### src/rtl/irrig_bcd_timer.sv
// Loadable multi-digit BCD countdown timer for the irrigation valve-on period.
// Optional MM:SS digit-1 limit, on-chip prescaler, IDLE/RUN/HOLD/DONE control
// and one-cycle step/done pulses for the controller and display cascade.
module irrig_bcd_timer #(
  parameter int unsigned DIGITS   = 4,
  parameter bit          MMSS     = 1'b1,
  parameter int unsigned PRESCALE = 50000000,
  parameter int unsigned PAUSE_W  = 3
) (
  input  logic                  clk,
  input  logic                  rst_n,
  input  logic                  load,
  input  logic [4*DIGITS-1:0]   preset,
  input  logic                  start,
  input  logic                  stop,
  input  logic [PAUSE_W-1:0]    pause,
  output logic [4*DIGITS-1:0]   count,
  output logic [1:0]            state,
  output logic                  running,
  output logic                  reach_zero,
  output logic                  done,
  output logic                  step
);

  localparam int unsigned CW = 4 * DIGITS;
  localparam int unsigned PW = (PRESCALE > 1) ? $clog2(PRESCALE) : 1;

  localparam logic [1:0] ST_IDLE = 2'b00;
  localparam logic [1:0] ST_RUN  = 2'b01;
  localparam logic [1:0] ST_HOLD = 2'b10;
  localparam logic [1:0] ST_DONE = 2'b11;

  logic [1:0]    state_q, state_d;
  logic [CW-1:0] count_q, count_d;
  logic [PW-1:0] presc_q, presc_d;
  logic          step_q, step_d;
  logic          done_q, done_d;
  logic          running_q, running_d;
  logic          presc_wrap;

  // Highest legal value of digit i (seconds-tens stops at 5 in MM:SS mode)
  function automatic logic [3:0] dig_max(input int i);
    return (MMSS && (i == 1)) ? 4'd5 : 4'd9;
  endfunction

  // Saturate every preset digit to its legal range
  function automatic logic [CW-1:0] bcd_clamp(input logic [CW-1:0] v);
    logic [CW-1:0] r;
    logic [3:0]    d;
    r = v;
    for (int i = 0; i < int'(DIGITS); i++) begin
      d = v[4*i +: 4];
      r[4*i +: 4] = (d > dig_max(i)) ? dig_max(i) : d;
    end
    return r;
  endfunction

  // One BCD decrement: zero digits wrap to their max and pass the borrow up
  function automatic logic [CW-1:0] bcd_dec(input logic [CW-1:0] v);
    logic [CW-1:0] r;
    logic [3:0]    d;
    logic          borrow;
    r      = v;
    borrow = 1'b1;
    for (int i = 0; i < int'(DIGITS); i++) begin
      d = v[4*i +: 4];
      if (borrow) begin
        if (d == 4'd0) begin
          r[4*i +: 4] = dig_max(i);
        end else begin
          r[4*i +: 4] = d - 4'd1;
          borrow      = 1'b0;
        end
      end
    end
    return r;
  endfunction

  assign presc_wrap = (presc_q == PW'(PRESCALE - 1));

  // Next-state: load > stop > start > pause; prescaler/count move only in RUN
  always_comb begin
    state_d   = state_q;
    count_d   = count_q;
    presc_d   = presc_q;
    step_d    = 1'b0;
    done_d    = 1'b0;
    running_d = 1'b0;
    if (load) begin
      count_d = bcd_clamp(preset);
      state_d = ST_IDLE;
      presc_d = '0;
    end else begin
      case (state_q)
        ST_IDLE: begin
          if (start && (count_q != '0)) begin
            state_d = ST_RUN;
            presc_d = '0;
          end
        end
        ST_RUN: begin
          if (stop) begin
            state_d = ST_IDLE;
            presc_d = '0;
          end else begin
            if (presc_wrap) begin
              presc_d = '0;
              count_d = bcd_dec(count_q);
              step_d  = 1'b1;
            end else begin
              presc_d = presc_q + PW'(1);
            end
            if (presc_wrap && (count_d == '0)) begin
              state_d = ST_DONE;
              done_d  = 1'b1;
            end else if (|pause) begin
              state_d = ST_HOLD;
            end
          end
        end
        ST_HOLD: begin
          if (stop) begin
            state_d = ST_IDLE;
            presc_d = '0;
          end else if (pause == '0) begin
            state_d = ST_RUN;
          end
        end
        ST_DONE: begin
          state_d = ST_DONE;
        end
        default: begin
          state_d = ST_IDLE;
        end
      endcase
    end
    running_d = (state_d == ST_RUN);
  end

  // State, count, prescaler and pulse registers
  always_ff @(posedge clk or negedge rst_n) begin
    if (!rst_n) begin
      state_q   <= ST_IDLE;
      count_q   <= '0;
      presc_q   <= '0;
      step_q    <= 1'b0;
      done_q    <= 1'b0;
      running_q <= 1'b0;
    end else begin
      state_q   <= state_d;
      count_q   <= count_d;
      presc_q   <= presc_d;
      step_q    <= step_d;
      done_q    <= done_d;
      running_q <= running_d;
    end
  end

  assign count      = count_q;
  assign state      = state_q;
  assign running    = running_q;
  assign reach_zero = (count_q == '0);
  assign done       = done_q;
  assign step       = step_q;

endmodule

### config.mk
export PLATFORM = sky130hd
export DESIGN_NAME = irrig_bcd_timer
export DESIGN_NICKNAME = d
export VERILOG_FILES = /design/src/rtl/irrig_bcd_timer.sv
export SDC_FILE = /design/constraint.sdc
export NUM_CORES = 1
export LEC_CHECK = 0
export CAP_MARGIN = 20
export CORE_MARGIN = 2
export CORE_UTILIZATION = 55
export CTS_BUF_LIST = sky130_fd_sc_hd__clkbuf_4
export DETAILED_ROUTE_END_ITERATION = 8
export PLACE_DENSITY = 0.83
export SYNTH_ARGS = -nofsm -noshare
export SYNTH_HDL_FRONTEND = slang
export SYNTH_SLANG_ARGS = --single-unit
### constraint.sdc
create_clock -name clk -period 3.96 [get_ports clk]
set_clock_uncertainty 0.05 [all_clocks]
set_input_delay 0.594 -clock clk [delete_from_list [all_inputs] [get_ports clk]]
set_output_delay 0.594 -clock clk [all_outputs]
set_load 0.005 [all_outputs]
After elaboration in Yosys (flattened, before gate mapping)
Cells that the tools add are included.

word-level totals
  memories = 0
  output and inout bits = 22
  memory bits (read-only) = 0
  input bits = 24
  bits in writable memories = 0
  register bits after elaboration = 47
  logic and storage cells = 96
  latch bits = 0

operators by class
  reduce and logical (&&, ||, !) cells = 16
  multiply operators = 0
  order comparisons = 4
  div/mod/pow operators = 0
  $add $sub $neg = 5
  equality and inequality tests = 8
  muxes and demuxes = 57
  shifts and indexed selects = 0
  bitwise operators = 0

operator list
  cell                     count
  $mux W26                 5
  $mux W16                 7
  $pmux W26 S3             1
  $mux W4                  11
  $logic_not A16 Y1        2
  $add A26 B1 Y26 const B  1
  $eq A26 B26 Y1 const B   1
  $mux W1                  25
  $logic_not A4 Y1         4
  $reduce_bool A16 Y1      1
  $sub A4 B1 Y4 const B    4
  $mux W2                  7
  $gt A4 B4 Y1 const B     3
  $pmux W2 S4              1
  $ne A3 B3 Y1 const B     2
  $eq A2 B1 Y1 const B     2
  $eq A2 B2 Y1 const B     2
  $gt A4 B3 Y1 const B     1
  $reduce_bool A4 Y1       1
  $logic_not A3 Y1         1
  $reduce_and A3 Y1        1
  $reduce_or A3 Y1         1
  $logic_and A1 B1 Y1      2
  $logic_not A2 Y1         1
  other kinds (3)          3

Logic depth before layout (Yosys ltp)
Gate-level depths: netlist of run 1.

  word-level depth = 28
  mapped depth = 9

Worst setup path before layout of run 1
OpenSTA, ideal clock, no wires.

  path type = reg-to-reg
  from = reg presc_q[0]
  to = reg running_q, in the netlist running
  clock period less this slack = 2.779 ns
  data arrival time = 2.609 ns
  path buffers = 1
  setup time = 0.120 ns
  cell stages (with the launch flop) = 9
  data required time = 3.790 ns
  slack = 1.181 ns
  path through = dfrtp_1 ha_1 nand3_1 or4_1 buf_2 or4b_1 mux2_2 or3b_1 and3b_1

between the ends
  longest elaborated chain between the ends = 12

RTL lines
  element                 RTL line  text
  start, declared         35        logic [PW-1:0] presc_q, presc_d;
  start signal, assigned  152       presc_q <= presc_d;
  $eq A26 B26 Y1 *        79        assign presc_wrap = (presc_q == PW'(PRESCALE - 1));
  $mux W16                106       if (presc_wrap) begin
  $mux W16                102       if (stop) begin
  $mux W16                94        case (state_q)
  $mux W16                89        if (load) begin
  $logic_not A16 Y1       113       if (presc_wrap && (count_d == '0)) begin
  $logic_and A1 B1 Y1 *   113
  $mux W2 *               113
  $mux W2 *               102
  $pmux W2 S4 *           94
  $mux W2 *               89
  $eq A2 B1 Y1 *          137       running_d = (state_d == ST_RUN);
  net running_d           38        logic running_q, running_d;
  end signal, assigned    155       running_q <= running_d;
  end, declared           38

The timed path passes the listed nets; every way through them passes the cells marked *. The select of a mux whose other input is x is not followed.
A chain may end at the register's enable or synchronous reset.

Final worst setup path of run 1
  from = reg presc_q[9]
  to = reg presc_q[17]

between the ends
  longest elaborated chain between the ends = 5
  elaborated cells on any way between the ends = 6
  those cells by class = add/sub: 1; eq/ne: 1; mux: 4

RTL lines
  element                                            RTL line
  $add A26 B1 Y26 or $eq A26 B26 Y1 (tied branches)  111, 79
  $mux W26 *                                         106
  $mux W26 *                                         102
  $pmux W26 S3 *                                     94
  $mux W26 *                                         89

Every way passes the cells marked *; elsewhere a longest branch is shown, timed or not.

==> results.md, run 1 <==
- Final hold viol count: 0
- Chip height: 74.8 um
- Setup WS post-layout: 0.717 ns
- First-pass GRT wire length: 11300 um
- Crit-path max cell delay: 0.73 ns
- CP bufs+invs: 1
- Slew headroom: 29.5%
- WP depth: 7
- HP Class: input pin to async pin
- Maximum clock rate: 308 MHz
- Most frequent cells in the layout: 48 x o21ai_0, 47 x dfrtp_1, 44 x clkdlybuf4s50_1
- Worst skew pair latency: 0.37 ns
- Leakage: 1.32 nW
- Max cap viols: 0
- Core Area: 4790 um^2
- Worst Setup End Kind: flop
- Fin. max-slew vios: 0
- WL/cell: 15.5 um
- Post-synthesis sequential area ratio: 42.6%
- Largest net degree at the start of global routing: 48
- Critical path class: flop to flop
- # DRC: 0
- Peak fanout along the critical path: 13
- Drt initial violations: 229
- CTS tree: yes
- Synth Area per Inst: 8.44 um^2
- Power, Total: 0.000891 W
- DP HPWL: 4790 um
- Most common cell after layout, fill and taps aside: o21ai_0
- CTS Buf Count: 5
- Root Buffer: clkbuf_4
- Final Wtd Congestion: 0.830
- Router iterations before antenna repair: 5
- Mapped Area: 2760 um^2
- Synth Warn #: 0
- Total grt overflow: 0
- Worst Setup Start Kind: flop
- CP Cell Sequence: or4_1, or4_4, o21bai_1, buf_4, a21oi_1, o21ai_0, o31ai_1
- Final WL: 6790 um
- Post-CTS Setup Inserts: 0
- Vias in the first global route: 2434
- Final Util: 69.7%
- FF-to-FF path depth: 7
- Sink Count: 47
- Outcome: completed
- Worst Path Required: 4.17 ns
- IO Count: 46
- Yosys reg bits: 47
- CTS H-tree lvls: 2
- Die Wd: 74.8 um
- RSZ-0062 raised after global routing: false
- Slew @ Worst Pin: 1.05 ns
- Net Count, Synth: 352
- VDD IR max: 0.196 mV
- CTS Hold Bufs: 0
- Vias: 2695
- Synth unique cells: 48
- Worst EP arrival: 3.45 ns
- Initial Util: 57.7%
- Initial antenna violation count: 0
- Die area: 5600 um^2
- Minimum clock period: 3.24 ns
- Buffers on Ports: 45
- PD cells: 267 nW/um^2
- CTS max path bufs: 2
- Final Cycle Share: 81.9%
- Routed vias/inst: 6.17
- Pre-CTS setup slack: 0.837 ns
- Clock-pin slew on the worst setup and hold paths: 0.14 ns
- Mapped Cells: 327
- Gr usage total: 25.9%
- Setup violators final: 0
- # resized after CTS: 0
- Setup TNS: 0 ns
- Share of cells above drive strength 1: 5.95%
- Main synth FF type: dfrtp_1
- Area Growth Syn to Fin: 20.8%
- Post-synth ARST share: 100%
- # rows: 25
- Diodes inserted: 0
- Post-synth EDFFs: 0
- Antenna-violating nets left: 0
- Nets@finish: 394
- Delay-heaviest family, CP: simple AND/OR/NAND/NOR gates
- Slowest CP cell: o21bai_1
[layout make-up]
class                   count  area (um^2)
inverters                   9         33.8
clock inverters             2         7.51
multi-input cells         256         1490
flip-flops and latches     47         1180
repair buffers             50          495
clock buffers               6         45.0
well taps                  67         83.8
fillers                   416         1450
[Yosys cell counts (all sizes together), types with 4 or more instances]
master  instances  area [um^2]
inv             9         33.8
nor2b           7         43.8
nand2          28          105
o21ai          54          270
xnor2           4         35.0
nor4            6         37.5
clkbuf         13         48.8
and3            6         37.5
or3             7         48.8
or4             8         67.6
nor2           27          101
nand2b          4         25.0
mux2i           5         50.1
a31oi          10         62.6
nand3          10         50.1
o31ai           5         37.5
a21oi          16         80.1
nor3           14         80.1
nand4          12         75.1
dfrtp          47         1180
[per-stage QoR]
stage	instance area (um^2)	std cells	hold slack [ns]
2_1_floorplan	2760	327	0.248
3_3_place_gp	3260	428	0.436
3_5_place_dp	3260	428	0.450
4_1_cts	3310	436	0.378
5_1_grt	3330	437	0.0585
6_report	3330	437	0.0407
[metal layers]
| metal | global-route usage [%] | vias up | part of all wire, % | wire length [um] |
|---|---|---|---|---|
| met5 | 0 | - | 0 | 0 |
| met1 | 37.1 | 1306 | 47 | 3220 |
| met4 | 5.56 | 0 | 0.68 | 46 |
| met3 | 5.09 | 6 | 4.8 | 323 |
| met2 | 41.0 | 80 | 47 | 3200 |
| li1 | - | 1303 | - | - |
[logic make-up (layout without fill, tap and decap cells)]
| family | after synthesis | after routing | synth area share, % |
|---|---|---|---|
| buf+inv | 24 | 67 | 3.31 |
| compound gates | 99 | 99 | 20.4 |
| mux | 7 | 7 | 2.63 |
| flops | 47 | 47 | 42.6 |
| simple gates | 142 | 142 | 28.4 |
| xor+xnor | 7 | 7 | 2.22 |
| fa+ha+maj | 1 | 1 | 0.453 |
[path summary, 6_finish.rpt]
path                       slack (ns)                      end                    start
max                              0.72  presc_q[17]$_DFFE_PN0P_   presc_q[9]$_DFFE_PN0P_
min                              0.04    count[10]$_DFFE_PN0P_                    rst_n
max reg2reg                      0.72  presc_q[17]$_DFFE_PN0P_   presc_q[9]$_DFFE_PN0P_
min reg2reg                      0.47  presc_q[22]$_DFFE_PN0P_  presc_q[22]$_DFFE_PN0P_
max in group asynchronous        3.35   presc_q[6]$_DFFE_PN0P_                    rst_n
min in group clk                 0.47  presc_q[22]$_DFFE_PN0P_  presc_q[22]$_DFFE_PN0P_
[flip-flops by register name, indices dropped and copies added (netlist names)]
signal and cells:
running 1, count 16, step 1, presc_q 26
done 1, state 2
[where the power goes]
part           leakage, nW  switching, W  internal [W]
sequential           0.626     0.0000261      0.000495
clock               0.0307      0.000150     0.0000729
combinational        0.666     0.0000677     0.0000788
Note: power is estimated with default switching activity, not from simulation.
==> run 2, diff against run 1 <==
CORE_UTILIZATION = 50   (was 55)
PLACE_DENSITY = 0.8   (was 0.83)
clock period = 2.9 ns   (was 3.96 ns; I/O delays follow)
==> results.md, run 2 (synthesized netlist as in run 1, its figures left out) <==
- Largest net degree at the start of global routing: 34
- Initial antenna violation count: 0
- CTS H-tree lvls: 2
- PD cells: 397 nW/um^2
- Root Buffer: clkbuf_4
- Nets@finish: 411
- Gr usage total: 24.6%
- Die Wd: 78.3 um
- HP Class: input pin to async pin
- Setup violators final: 0
- First-pass GRT wire length: 12100 um
- Worst skew pair latency: 0.38 ns
- Clock-pin slew on the worst setup and hold paths: 0.14 ns
- Final hold viol count: 0
- Antenna-violating nets left: 0
- Share of cells above drive strength 1: 14.5%
- Fin. max-slew vios: 0
- Critical path class: flop to flop
- Worst Path Required: 3.17 ns
- Setup crit end: count[6]$_DFFE_PN0P_
- Diodes inserted: 0
- Setup TNS: 0 ns
- CP Cell Sequence: or4_4, or4_4, or3_4, or4_4, xor2_1, o21ai_1
- Reg2reg end: count[6]$_DFFE_PN0P_
- Origin of the critical flop-to-flop path: presc_q[16]$_DFFE_PN0P_
- Outcome: completed
- Most common cell after layout, fill and taps aside: o21ai_0
- Leakage: 1.43 nW
- # DRC: 0
- Reg2Reg Setup Slack: 0.08 ns
- Worst Setup Start Kind: flop
- CTS Buf Count: 5
- Vias in the first global route: 2522
- Core Area: 5410 um^2
- Initial Util: 51.1%
- CP bufs+invs: 0
- Maximum clock rate: 354 MHz
- Worst EP arrival: 3.09 ns
- Chip height: 78.3 um
- RSZ-0062 raised after global routing: false
- Max FFs per register: 26
- CTS tree: yes
- Peak fanout along the critical path: 6
- Die area: 6130 um^2
- Slowest CP cell: or4_4
- Total grt overflow: 0
- Final Wtd Congestion: 0.863
- CTS max path bufs: 2
- Minimum clock period: 2.82 ns
- Most frequent cells in the layout: 48 x o21ai_0, 44 x clkdlybuf4s50_1, 42 x dfrtp_1
- Max cap viols: 0
- Critical path's most frequent cell: or4_4
- WP depth: 6
- Area Growth Syn to Fin: 29.9%
- # rows: 27
- Buffers on Ports: 45
- Final Cycle Share: 97.3%
- Worst Setup End Kind: flop
- Top reg by flops: presc_q
- Power, Total: 0.00142 W
- Slew headroom: 40.0%
- Vias: 2785
- Crit-path max cell delay: 0.60 ns
- DP HPWL: 5090 um
- Delay-heaviest family, CP: simple AND/OR/NAND/NOR gates
- Sink Count: 47
- FF-to-FF path depth: 6
- Final WL: 7320 um
- VDD IR max: 0.264 mV
- Drt initial violations: 236
- Slew @ Worst Pin: 0.893 ns
- # fillers: 443
- Router iterations before antenna repair: 5
- Worst setup path start: presc_q[16]$_DFFE_PN0P_
- WL/cell: 16.0 um
- IO Count: 46
- Routed vias/inst: 6.07
## run 2: changes by cell type in the layout (fill, tap and decap cells not counted), sizes merged
cell | before | now
bufinv | 0 | 2
buf | 6 | 22
dlygate4sd3 | 0 | 1
clkinvlp | 0 | 1
clkbuf | 6 | 5
clkinv | 2 | 0
## run 2: what timing repair did
action / CTS / global route
pin swaps: 0 / 2
endpoints found under the setup margin: 1 / 7
hold endpoints to repair: 14 / 0
setup buffers: 0 / 5
gates resized for setup: 2 / 15
hold buffers: 1 / 0
## run 2: where the power goes
part	switching (W)	internal, W	total, W	leakage [nW]
logic	0.000106	0.000119	0.000224	0.756
clock network	0.000227	0.000268	0.000494	0.0514
registers	0.0000294	0.000677	0.000706	0.619
## run 2: per-layer routing
layer | vias up | GRT usage, % | part of all wire, %
li1 | 1338 | - | -
met1 | 1354 | 36.9 | 47
met2 | 89 | 37.6 | 47
met3 | 4 | 2.87 | 5.0
met4 | 0 | 7.37 | 0.82
met5 | - | 0 | 0
## run 2: worst reg2reg max path, stage by stage, from the launching register on
cell and delay [ns]:
dfrtp_1 0.45, or4_4 0.56, or4_4 0.60, or3_4 0.42
or4_4 0.43, xor2_1 0.15, o21ai_1 0.11
## run 2: worst min-delay path by stage
stage,startpoint,to,cells past startpoint
after floorplan,rst_n,count[0]$_DFFE_PN0P_,0
after global placement,rst_n,count[3]$_DFFE_PN0P_,1
after detailed placement,rst_n,count[3]$_DFFE_PN0P_,1
after CTS,rst_n,count[3]$_DFFE_PN0P_,2
after global routing,rst_n,count[3]$_DFFE_PN0P_,2
final,rst_n,count[3]$_DFFE_PN0P_,2
## run 2: cell type report
| type | instances | area, um^2 | share of cell area, % |
|---|---|---|---|
| Multi-Input combinational cell | 256 | 1550 | 43.2 |
| Sequential cell | 47 | 1180 | 33.0 |
| Timing Repair Buffer | 67 | 626 | 17.4 |
| Tap cell | 72 | 90.1 | 2.51 |
| Clock inverter | 3 | 67.6 | 1.88 |
| Clock buffer | 5 | 37.5 | 1.05 |
| Inverter | 9 | 33.8 | 0.942 |
## run 2: metrics by stage
stage	hold slack, ns	area [um^2]	instances	setup slack (ns)	utilization, %
2_1_floorplan	0.0894	2760	327	0.121	-
3_3_place_gp	0.311	3370	445	0.163	62.4
3_5_place_dp	0.321	3370	445	0.123	62.4
4_1_cts	0.434	3490	454	0.00218	64.6
5_1_grt	0.460	3590	459	0.00239	66.3
6_report	0.428	3590	459	0.0769	66.3
==> run 3, diff against run 2 <==
CORE_UTILIZATION = 55   (was 50)
GPL_TIMING_DRIVEN = 0   (was unset)
PLACE_DENSITY = 0.83   (was 0.8)
clock period = 2.6 ns   (was 2.9 ns; I/O delays follow)
==> results.md, run 3 (synthesized netlist as in run 1, its figures left out) <==
- WHS: 0.384 ns
- CTS Buf Count: 5
- Worst setup path start: count[1]$_DFFE_PN0P_
- PD cells: 384 nW/um^2
- DP HPWL: 5300 um
- Area Growth Syn to Fin: 50.8%
- Largest net degree at the start of global routing: 35
- CTS tree: yes
- Routed vias/inst: 6.88
- Initial antenna violation count: 0
- Share of cells above drive strength 1: 29.1%
- Core Area: 4790 um^2
- Initial Util: 57.7%
- IO Count: 46
- Final Cycle Share: 113%
- Failing checks: negative setup slack
- Power, Total: 0.00160 W
- Reg2Reg Setup Slack: -0.34 ns
- Origin of the critical flop-to-flop path: count[1]$_DFFE_PN0P_
- Final WL: 10800 um
- First-pass GRT wire length: 13600 um
- Total grt overflow: 0
- Die Wd: 74.8 um
- CTS H-tree lvls: 2
- Drt initial violations: 617
- Worst EP arrival: 3.18 ns
- Buffers on Ports: 44
- Die area: 5600 um^2
- Root Buffer: clkbuf_4
- Clock-pin slew on the worst setup and hold paths: 0.16 ns
- Setup TNS: -5.23 ns
- WL/cell: 22.0 um
- Peak fanout along the critical path: 7
- Fin. max-slew vios: 0
- Vias in the first global route: 2811
- Worst Setup Start Kind: flop
- # rows: 25
- Most frequent cells in the layout: 42 x clkdlybuf4s50_1, 41 x o21ai_1, 37 x dfrtp_1, 37 x buf_4, 28 x nand2_1
- Top reg by flops: presc_q
- Setup WS post-layout: -0.336 ns
- Worst Path Required: 2.85 ns
- CTS max path bufs: 2
- Max FFs per register: 26
- Most common cell after layout, fill and taps aside: clkdlybuf4s50_1
- Vias: 3394
- Nets@finish: 450
- Gr usage total: 31.7%
- Slew @ Worst Pin: 1.43 ns
- Router iterations before antenna repair: 6
- Chip height: 74.8 um
- # fillers: 227
- # DRC: 0
- Footprint of the multi-input gates: 1820 um^2
- Final Util: 87.0%
- Setup violators final: 39
- Slew headroom: 3.68%
- RSZ-0062 raised after global routing: true
- HP Class: input pin to async pin
- Final Wtd Congestion: 0.938
- Critical path class: flop to flop
- Sink Count: 47
- Outcome: finished, violations left
- Max cap viols: 0
- Antenna-violating nets left: 0
- Worst skew pair latency: 0.39 ns
- Minimum clock period: 2.94 ns
- Register area: 1190 um^2
- Maximum clock rate: 341 MHz
- VDD IR max: 0.439 mV
- Final hold viol count: 0
- Worst Setup End Kind: flop
- Diodes inserted: 0
- Leakage: 1.72 nW
[run 3: cell types whose count changed in the layout (fill, tap and decap cells not counted), moves of 5 or more]
cell,before,now
clkbuf_1,0,7
buf_4,20,37
a31oi_4,0,5
buf_6,0,8
dfrtp_2,5,10
dfrtp_1,42,37
nor2_1,26,20
a31oi_1,10,4
o21ai_0,48,12
o21ai_1,6,41
[run 3: routing by layer]
metal / share of wire [%] / GRT usage [%] / wire length [um]
met5: 0 / 0 / 0
met1: 38 / 42.8 / 4160
met4: 5.7 / 10.7 / 619
met3: 10 / 5.76 / 1130
met2: 45 / 51.7 / 4920
[run 3: worst max-delay path: stages, from the launching register on]
cell and delay [ns]:
dfrtp_1 0.50, or4_1 0.56, clkbuf_1 0.22, or4b_4 0.58, mux2_4 0.33, buf_4 0.14
buf_6 0.11, nand2b_4 0.14, o31ai_2 0.20
[run 3: worst paths after layout]
| kind | to | cells after the start |
|---|---|---|
| min reg2reg | presc_q[10]$_DFFE_PN0P_ | 1 |
| max reg2reg | state[0]$_DFF_PN0_ | 8 |
| min in group clk | count[13]$_DFFE_PN0P_ | 3 |
| max | state[0]$_DFF_PN0_ | 8 |
| min | count[11]$_DFFE_PN0P_ | 2 |
| max in group asynchronous | presc_q[13]$_DFFE_PN0P_ | 3 |
[run 3: what timing repair did]
action	CTS	global route
endpoints found under the hold margin	13	0
pin swaps	14	27
endpoints found under the setup margin	46	44
setup buffers	28	19
resized for setup	44	81
cloned	0	1
hold buffers	1	0
[run 3: layout make-up]
class	count	share of cell area, %
Buffer	13	1.80
Inverter	9	0.812
Sequential cell	47	28.6
Clock buffer	5	0.902
Timing Repair Buffer	93	21.2
Clock inverter	3	1.05
Multi-Input combinational cell	256	43.7
Tap cell	67	2.01
[run 3: stage by stage]
step,instances,setup slack [ns],instance area [um^2]
floorplan,327,-0.160,2770
global placement,438,-0.450,3300
detailed placement,439,-0.539,3310
CTS,474,-0.221,3770
global route,493,-0.397,4160
finish,493,-0.336,4160
[run 3: report_power, final]
| group | internal, W | total, W | switching [W] |
|---|---|---|---|
| sequential | 0.000756 | 0.000802 | 0.0000463 |
| combinational | 0.000168 | 0.000320 | 0.000152 |
| clock | 0.000203 | 0.000478 | 0.000275 |
| total | 0.00113 | 0.00160 | 0.000473 |
